**src/rtl/gate_ex_pkg.sv**
```systemverilog
// gate_ex_pkg: shared definitions for the gate exerciser.
//   gate_ex_state_e : sequencing FSM states (also exported on the debug port)
//   TT_*            : truth tables for common gates; bit i is the expected
//                     output when the gate inputs equal i.
package gate_ex_pkg;

    typedef enum logic [1:0] {
        ST_IDLE   = 2'd0,
        ST_DRIVE  = 2'd1,
        ST_SAMPLE = 2'd2,
        ST_DONE   = 2'd3
    } gate_ex_state_e;

    localparam logic [1:0] TT_NOT   = 2'b01;
    localparam logic [3:0] TT_NAND2 = 4'b0111;
    localparam logic [3:0] TT_AND2  = 4'b1000;
    localparam logic [3:0] TT_OR2   = 4'b1110;
    localparam logic [3:0] TT_XOR2  = 4'b0110;
    localparam logic [7:0] TT_XOR3  = 8'h96;

endpackage

```
**src/rtl/gate_ex_seq.sv**
```systemverilog
// gate_ex_seq: input-vector counter plus settle counter.
//   clk, rst    : clock, synchronous active-high reset
//   load        : restart at vector 0 with the settle counter cleared
//   tick        : advance the settle counter by one
//   step        : move to the next vector and clear the settle counter
//   vec         : current input vector
//   last_vec    : vec is the all-ones (final) vector
//   settle_done : settle counter has reached SETTLE-1
// Priority is load > step > tick.
module gate_ex_seq #(
    parameter int N_IN   = 2,
    parameter int SETTLE = 2
) (
    input  logic            clk,
    input  logic            rst,
    input  logic            load,
    input  logic            tick,
    input  logic            step,
    output logic [N_IN-1:0] vec,
    output logic            last_vec,
    output logic            settle_done
);

    // The counter only ranges 0..SETTLE-1, so clog2(SETTLE) bits suffice.
    localparam int CW = (SETTLE > 1) ? $clog2(SETTLE) : 1;
    localparam logic [CW-1:0]   CNT_LAST = CW'(SETTLE - 1);
    localparam logic [N_IN-1:0] VEC_LAST = '1;

    logic [N_IN-1:0] vec_q, vec_d;
    logic [CW-1:0]   cnt_q, cnt_d;

    always_comb begin
        vec_d = vec_q;
        cnt_d = cnt_q;
        if (load) begin
            vec_d = '0;
            cnt_d = '0;
        end else if (step) begin
            vec_d = vec_q + N_IN'(1);
            cnt_d = '0;
        end else if (tick) begin
            cnt_d = cnt_q + CW'(1);
        end
    end

    always_ff @(posedge clk) begin
        if (rst) begin
            vec_q <= '0;
            cnt_q <= '0;
        end else begin
            vec_q <= vec_d;
            cnt_q <= cnt_d;
        end
    end

    assign vec         = vec_q;
    assign last_vec    = (vec_q == VEC_LAST);
    assign settle_done = (cnt_q == CNT_LAST);

endmodule

```
**src/rtl/gate_exerciser.sv**
```systemverilog
// gate_exerciser: exhaustively drives a combinational gate under test and
// checks its output against a truth table.
//   clk, rst         : clock, synchronous active-high reset
//   start            : run request, honoured only in IDLE or DONE
//   dut_in           : vector driven to the gate (0 in IDLE, last vector in DONE)
//   dut_out          : gate output, sampled at the end of each SAMPLE cycle
//   busy             : run in progress (DRIVE or SAMPLE)
//   done / pass      : run finished; pass when no vector mismatched
//   err_count        : mismatching vectors in the current/last run
//   first_fail_vec   : lowest mismatching vector, valid with first_fail_valid
//   state_dbg        : current FSM state
// Handshake: start is a request that is accepted on any rising edge where the
// FSM is in IDLE or DONE; done is a level that stays high until the next
// accepted start or reset, and results are stable while done is high.
module gate_exerciser
    import gate_ex_pkg::*;
#(
    parameter int                    N_IN   = 2,
    parameter int                    SETTLE = 2,
    parameter logic [(1<<N_IN)-1:0]  TRUTH  = TT_NAND2
) (
    input  logic            clk,
    input  logic            rst,
    input  logic            start,
    output logic [N_IN-1:0] dut_in,
    input  logic            dut_out,
    output logic            busy,
    output logic            done,
    output logic            pass,
    output logic [N_IN:0]   err_count,
    output logic [N_IN-1:0] first_fail_vec,
    output logic            first_fail_valid,
    output logic [1:0]      state_dbg
);

    localparam int EW = N_IN + 1;

    gate_ex_state_e  state_q, state_d;
    logic [EW-1:0]   err_q, err_d;
    logic [N_IN-1:0] ffvec_q, ffvec_d;
    logic            ffv_q, ffv_d;

    logic            seq_load, seq_tick, seq_step;
    logic [N_IN-1:0] vec;
    logic            last_vec, settle_done;
    logic            mismatch;

    gate_ex_seq #(
        .N_IN   (N_IN),
        .SETTLE (SETTLE)
    ) u_seq (
        .clk         (clk),
        .rst         (rst),
        .load        (seq_load),
        .tick        (seq_tick),
        .step        (seq_step),
        .vec         (vec),
        .last_vec    (last_vec),
        .settle_done (settle_done)
    );

    always_comb begin
        state_d  = state_q;
        err_d    = err_q;
        ffvec_d  = ffvec_q;
        ffv_d    = ffv_q;
        seq_load = 1'b0;
        seq_tick = 1'b0;
        seq_step = 1'b0;
        mismatch = (dut_out != TRUTH[vec]);
        case (state_q)
            ST_IDLE, ST_DONE: begin
                if (start) begin
                    state_d  = ST_DRIVE;
                    seq_load = 1'b1;
                    err_d    = '0;
                    ffvec_d  = '0;
                    ffv_d    = 1'b0;
                end
            end
            ST_DRIVE: begin
                // Holding the counter on the exit cycle keeps it within
                // 0..SETTLE-1 so it never needs an extra bit.
                if (settle_done) begin
                    state_d = ST_SAMPLE;
                end else begin
                    seq_tick = 1'b1;
                end
            end
            ST_SAMPLE: begin
                if (mismatch) begin
                    err_d = err_q + EW'(1);
                    if (!ffv_q) begin
                        ffv_d   = 1'b1;
                        ffvec_d = vec;
                    end
                end
                // Terminal check before the increment: vec never wraps.
                if (last_vec) begin
                    state_d = ST_DONE;
                end else begin
                    seq_step = 1'b1;
                    state_d  = ST_DRIVE;
                end
            end
            default: state_d = ST_IDLE;
        endcase
    end

    always_ff @(posedge clk) begin
        if (rst) begin
            state_q <= ST_IDLE;
            err_q   <= '0;
            ffvec_q <= '0;
            ffv_q   <= 1'b0;
        end else begin
            state_q <= state_d;
            err_q   <= err_d;
            ffvec_q <= ffvec_d;
            ffv_q   <= ffv_d;
        end
    end

    assign dut_in           = vec;
    assign busy             = (state_q == ST_DRIVE) || (state_q == ST_SAMPLE);
    assign done             = (state_q == ST_DONE);
    assign pass             = done && (err_q == '0);
    assign err_count        = err_q;
    assign first_fail_vec   = ffvec_q;
    assign first_fail_valid = ffv_q;
    assign state_dbg        = state_q;

endmodule

```
**config.mk**
```make
export PLATFORM = sky130hd
export DESIGN_NAME = gate_exerciser
export DESIGN_NICKNAME = d
export VERILOG_FILES = /design/src/rtl/gate_ex_pkg.sv /design/src/rtl/gate_ex_seq.sv /design/src/rtl/gate_exerciser.sv
export SDC_FILE = /design/constraint.sdc
export NUM_CORES = 1
export LEC_CHECK = 0
export CORE_UTILIZATION = 40
export CTS_BUF_LIST = sky130_fd_sc_hd__clkbuf_4 sky130_fd_sc_hd__clkbuf_8
export DETAILED_ROUTE_END_ITERATION = 12
export GPL_ROUTABILITY_DRIVEN = 0
export PLACE_DENSITY_LB_ADDON = 0.12
export SYNTH_ARGS = -nofsm -noshare
export SYNTH_HDL_FRONTEND = slang
export SYNTH_HIERARCHICAL = 1
export SYNTH_SLANG_ARGS = --single-unit
export TNS_END_PERCENT = 10
```
**constraint.sdc**
```tcl
create_clock -name clk -period 1.65 [get_ports clk]
set_clock_uncertainty 0.1 [all_clocks]
set_input_delay 0.2475 -clock clk [delete_from_list [all_inputs] [get_ports clk]]
set_output_delay 0.2475 -clock clk [all_outputs]
set_load 0.03 [all_outputs]
```
# Word level (Yosys, flattened, before mapping)
# Cells that the tools add are included.
# Widths: inputs -> output; s select.
totals:
  register_bits: 11
  in_bits: 4
op_classes:
  add_sub_neg: 3
  order_cmp: 1
  n_eq_ne: 9
  n_mux: 22
  reduce_logical: 11
op_table:
  columns: ["op", "n"]
  rows:
  - ["$mux 2", 6]
  - ["$mux 1", 9]
  - ["$eq 2x2->1 const B", 3]
  - ["$mux 3", 2]
  - ["$ne 2x2->1 const B", 3]
  - ["$pmux 2 s3", 1]
  - ["$pmux 3 s2", 1]
  - ["$pmux 2 s2", 1]
  - ["$reduce_and 4->1", 1]
  - ["$reduce_or 2->1", 2]
  - ["$add 3x1->3 const B", 1]
  - ["$logic_not 3->1", 1]
  - ["$lt 2x3->1 const B", 1]
  - ["$reduce_and 3->1", 1]
  - ["$reduce_or 3->1", 1]
  - ["$add 2x1->2 const B", 1]
  - ["$bmux 1 s2", 1]
  - ["$eq 2x1->1 const B", 1]
  - ["$logic_not 2->1", 1]
  - ["$ne 2x1->1 const B", 1]
  - ["$pmux 1 s2", 1]
  - ["$reduce_and 2->1", 1]
  - ["$reduce_bool 2->1", 1]
  - ["$add 1x1->1 const B", 1]
  - ["other kinds (3)", 3]

# Longest topological paths before layout
depth:
  depth_word: 5
  depth_mapped: 6
  depth_no_buf: 6

# Modules after synthesis
# The synthesis kept the hierarchy.
by_module_without_submodules:
  columns: ["mod", "n_inst", "cells_per_inst", "area_per_inst_um2", "seq_area_each_um2"]
  rows:
  - ["gate_exerciser", 1, 55, 508.0, 160.2]
  - ["gate_ex_seq", 1, 10, 126.4, 60.1]

# Least setup slack after synthesis
# Ideal clock, no wire load.
synth_path:
  path_kind: "register -> register"
  startpoint: "register state_q[0] (netlist: state_dbg[0])"
  endpoint: "register err_q[0] (netlist: err_count[0])"
  setup_ns: 0.121
  t_arrival_ns: 1.633
  t_required_ns: 1.429
  path_slack_ns: -0.204
  stages_incl_launch_ff: 7
  period_less_slack_ns: 1.854
  cell_sequence: "dfxtp_1 > inv_1 > ha_1 > mux2i_1 > nor2b_1 > o21bai_4 > mux2_4"
synth_between:
  elab_chain_len: 4
  word_cells_on_any_way: 9
  classes_between: "eq/ne: 4; mux: 1; reduce/logical: 4"
synth_lines:
  columns: ["item", "line_no", "rtl"]
  rows:
  - ["start, declared", "gate_exerciser.sv:38", "gate_ex_state_e state_q, state_d;"]
  - ["start signal, assigned", "gate_exerciser.sv:117", "state_q <= state_d;"]
  - ["$eq 2x2->1 or $logic_not 2->1 (tied branches)", "gate_exerciser.sv:71", "case (state_q)"]
  - ["$reduce_or 2->1", "gate_exerciser.sv:71", null]
  - ["$ne 2x2->1 (no line) or $reduce_bool 2->1 (tied branches)", null, null]
  - ["$reduce_and 3->1 (no line)", null, null]
  - ["end signal, assigned", "gate_exerciser.sv:118", "err_q <= err_d;"]
  - ["end, declared", "gate_exerciser.sv:39", "logic [EW-1:0] err_q, err_d;"]
# Several ways; a longest one is shown, not always the timed one.
# A chain may end at the register's enable or synchronous reset.

# Worst setup path in the final report
layout_path:
  startpoint: "register ffvec_q[0] (netlist: first_fail_vec[0])"
  endpoint: "output port first_fail_vec[0]"
layout_lines:
  columns: ["item", "line_no", "rtl"]
  rows:
  - ["start, declared", "gate_exerciser.sv:40", "logic [N_IN-1:0] ffvec_q, ffvec_d;"]
  - ["start signal, assigned", "gate_exerciser.sv:119", "ffvec_q <= ffvec_d;"]
  - ["end, declared", "gate_exerciser.sv:31", "output logic [N_IN-1:0] first_fail_vec,"]
# No word-level cell between the ends.

==> results_dict.tcl <==
set metrics [dict create \
    first_global_vias 508 \
    synth_seq_cells 11 \
    worstPathRequired_ns 1.30 \
    crit_slowest_cell "clkdlybuf4s50_1" \
    synth_area_um2 634 \
    grt_pass1_wl_mm 2.14 \
    cts.sinks 11 \
    failed_checks "design-rule violations" \
    worstHoldPathType "reg -> reg" \
    power.leakage_nw 0.451 \
    ir_drop_mv 0.549 \
    ant_nets 0 \
    vias_per_cell 5.01 \
    ys_warn_count 6 \
    setup_tns_ns 0 \
    chipHeight_um 41.8 \
    min_period_ns 1.61 \
    hpwl_um 911 \
    clk_path_buf_depth 2 \
    io_buffers 16 \
    vias 541 \
    fillCellCount 152 \
    clkTransAtPathRegs_ns 0.06 \
    period_share_pct 97.6 \
    hold_depth 1 \
    final_cell_mix "dfxtp_1 (9), dlygate4sd2_1 (9), buf_4 (9)" \
    drt-initial-drc-count 4 \
    first_pass_iters 8 \
    cts_tree "built" \
    rows 14 \
    path_class "reg -> out" \
    path_cells "clkdlybuf4s50_1" \
    grt_overflow_total 0 \
    die-area_mm2 0.00175 \
    diodes 0 \
    synth_area_leaders "dfxtp_1 (35%), ha_1 (12%), inv_1 (4.1%)" \
    stdcell_count 108 \
    report.final.slew_viol_count 0 \
    netlist_instances 65 \
    synth_top_cell_area_share_pct 34.7 \
    maxSlewHeadroom_pct 78.3 \
    fin_util_pct 61.3 \
    grt_max_degree 8 \
    maxCapViolCount 0 \
    seqCellArea_um2 225 \
    start_util_pct 42.6 \
    ctsRootBufferMaster "clkbuf_4" \
    drive_gt1_share_pct 28.3 \
    cts_setup_buffers 0 \
    synth_edf_count 0 \
    multi_input_area_um2 412 \
    cp.depth 1 \
    rsz0062_at_grt "no" \
    placed_cells 104 \
    yosysUniqueCellTypes 29 \
    slowest_delay_ns 0.67 \
    avgSynthCellArea_um2 9.76 \
    finalWirelength_mm 1.15 \
    setup-violations-final 0 \
    grt_use_total_pct 16.2 \
    drc 1 \
    htree_num_levels 1 \
    r2r_cells 6 \
    fmax_mhz 621 \
    cp-start-kind "register" \
    finalHoldViolations 0 \
    dieWidth_um 41.8 \
    fin_nets 103 \
    final_cell_area_um2 912 \
    wl_per_cell_um 10.6 \
    cp_top_family "buffers and inverters" \
    synthToLayoutAreaGrowth_pct 43.8 \
    worst-slew-pin-transition_ns 0.326 \
    status "finished with violations" \
    dpl-instance-area_um2 880 \
    cp-end-kind "primary output" \
    crit_fanout 2 \
    coreArea_mm2 0.00149 \
    cp.buffers_inverters 1 \
    ys_seq_area_share_pct 34.7 \
    cts_made_buffers 3 \
    pin_count 17 \
    synth_nets 75 \
    clk_latency_ns 0.26 \
    powerDensity_mw_per_mm2 666 \
    rrSetupSlack_ns 0.07 \
    synth_ff_type "dfxtp_1" \
    worst_ep_arrival_time_ns 1.26 \
    synth_top_area_cell "dfxtp_1" \
    grt_antenna_before_repair 0 \
    synthArstFlopShare_pct 0 \
]
[metal layers]
metal	track usage, %	wire (um)	vias up	share of wire [%]
met4	11.6	9	0	0.79
met1	21.3	560	239	49
li1	-	-	285	-
met5	0	0	-	0
met3	3.04	59	2	5.2
met2	23.4	516	15	45
[layout make-up]
class                      instances  share of cell area, %
clock buffer                       4                   3.29
inverter                           7                   2.88
multi-input combinational         47                   45.1
sequential                        11                   24.7
tap                               16                   2.19
timing repair buffer              23                   21.8
[registers in the layout, indices dropped and copies added (netlist names)]
signal and count:
u_seq/settle_done 1, state_dbg 2, first_fail_vec 2, u_seq/vec 2
first_fail_valid 1, err_count 3
[what timing repair did]
item	in CTS	in global routing
hold buffers	0	0
resized for setup	9	5
setup endpoints to repair	9	4
[cells in the mapped netlist (2+ instances only)]
master	number
nand2_1	5
inv_1	7
xnor2_1	2
and2_1	2
o21ai_0	3
a32o_1	2
mux2i_1	2
nor3_2	2
nor2_1	2
a211o_1	2
ha_1	6
nor2b_1	3
dfxtp_1	11
[path summary, 6_finish.rpt]
check | from | endpoint
max reg2reg | state_dbg[0] | err_count[0]
min | first_fail_vec[0] | first_fail_vec[0]
min reg2reg | first_fail_vec[0] | first_fail_vec[0]
max | first_fail_vec[0] | first_fail_vec[0]
[stage by stage]
step	setup WS, ns	total power, W	hold WS, ns
floorplan	0.0229	0.000365	0.209
global placement	-0.0111	0.000414	0.362
detailed placement	-0.0571	0.000414	0.368
CTS	0.00302	0.000615	0.389
global route	0.000499	0.000647	0.410
finish	0.0398	0.000607	0.379
[power by group]
| part | switching (W) | internal, W |
|---|---|---|
| Combinational | 0.0000633 | 0.0000664 |
| Clock | 0.0000857 | 0.000110 |
| Sequential | 0.00000897 | 0.000273 |
| Total | 0.000158 | 0.000449 |
[cell families after synthesis]
logic type      Yosys count  share of synthesized area [%]
compound gates           14                           18.0
flops                    11                           34.7
fa+ha+maj                 6                           11.8
buf+inv                   7                           4.14
mux                       3                           5.52
xor+xnor                  3                           5.33
simple gates             21                           20.5
(Power assumes the default switching activity.)
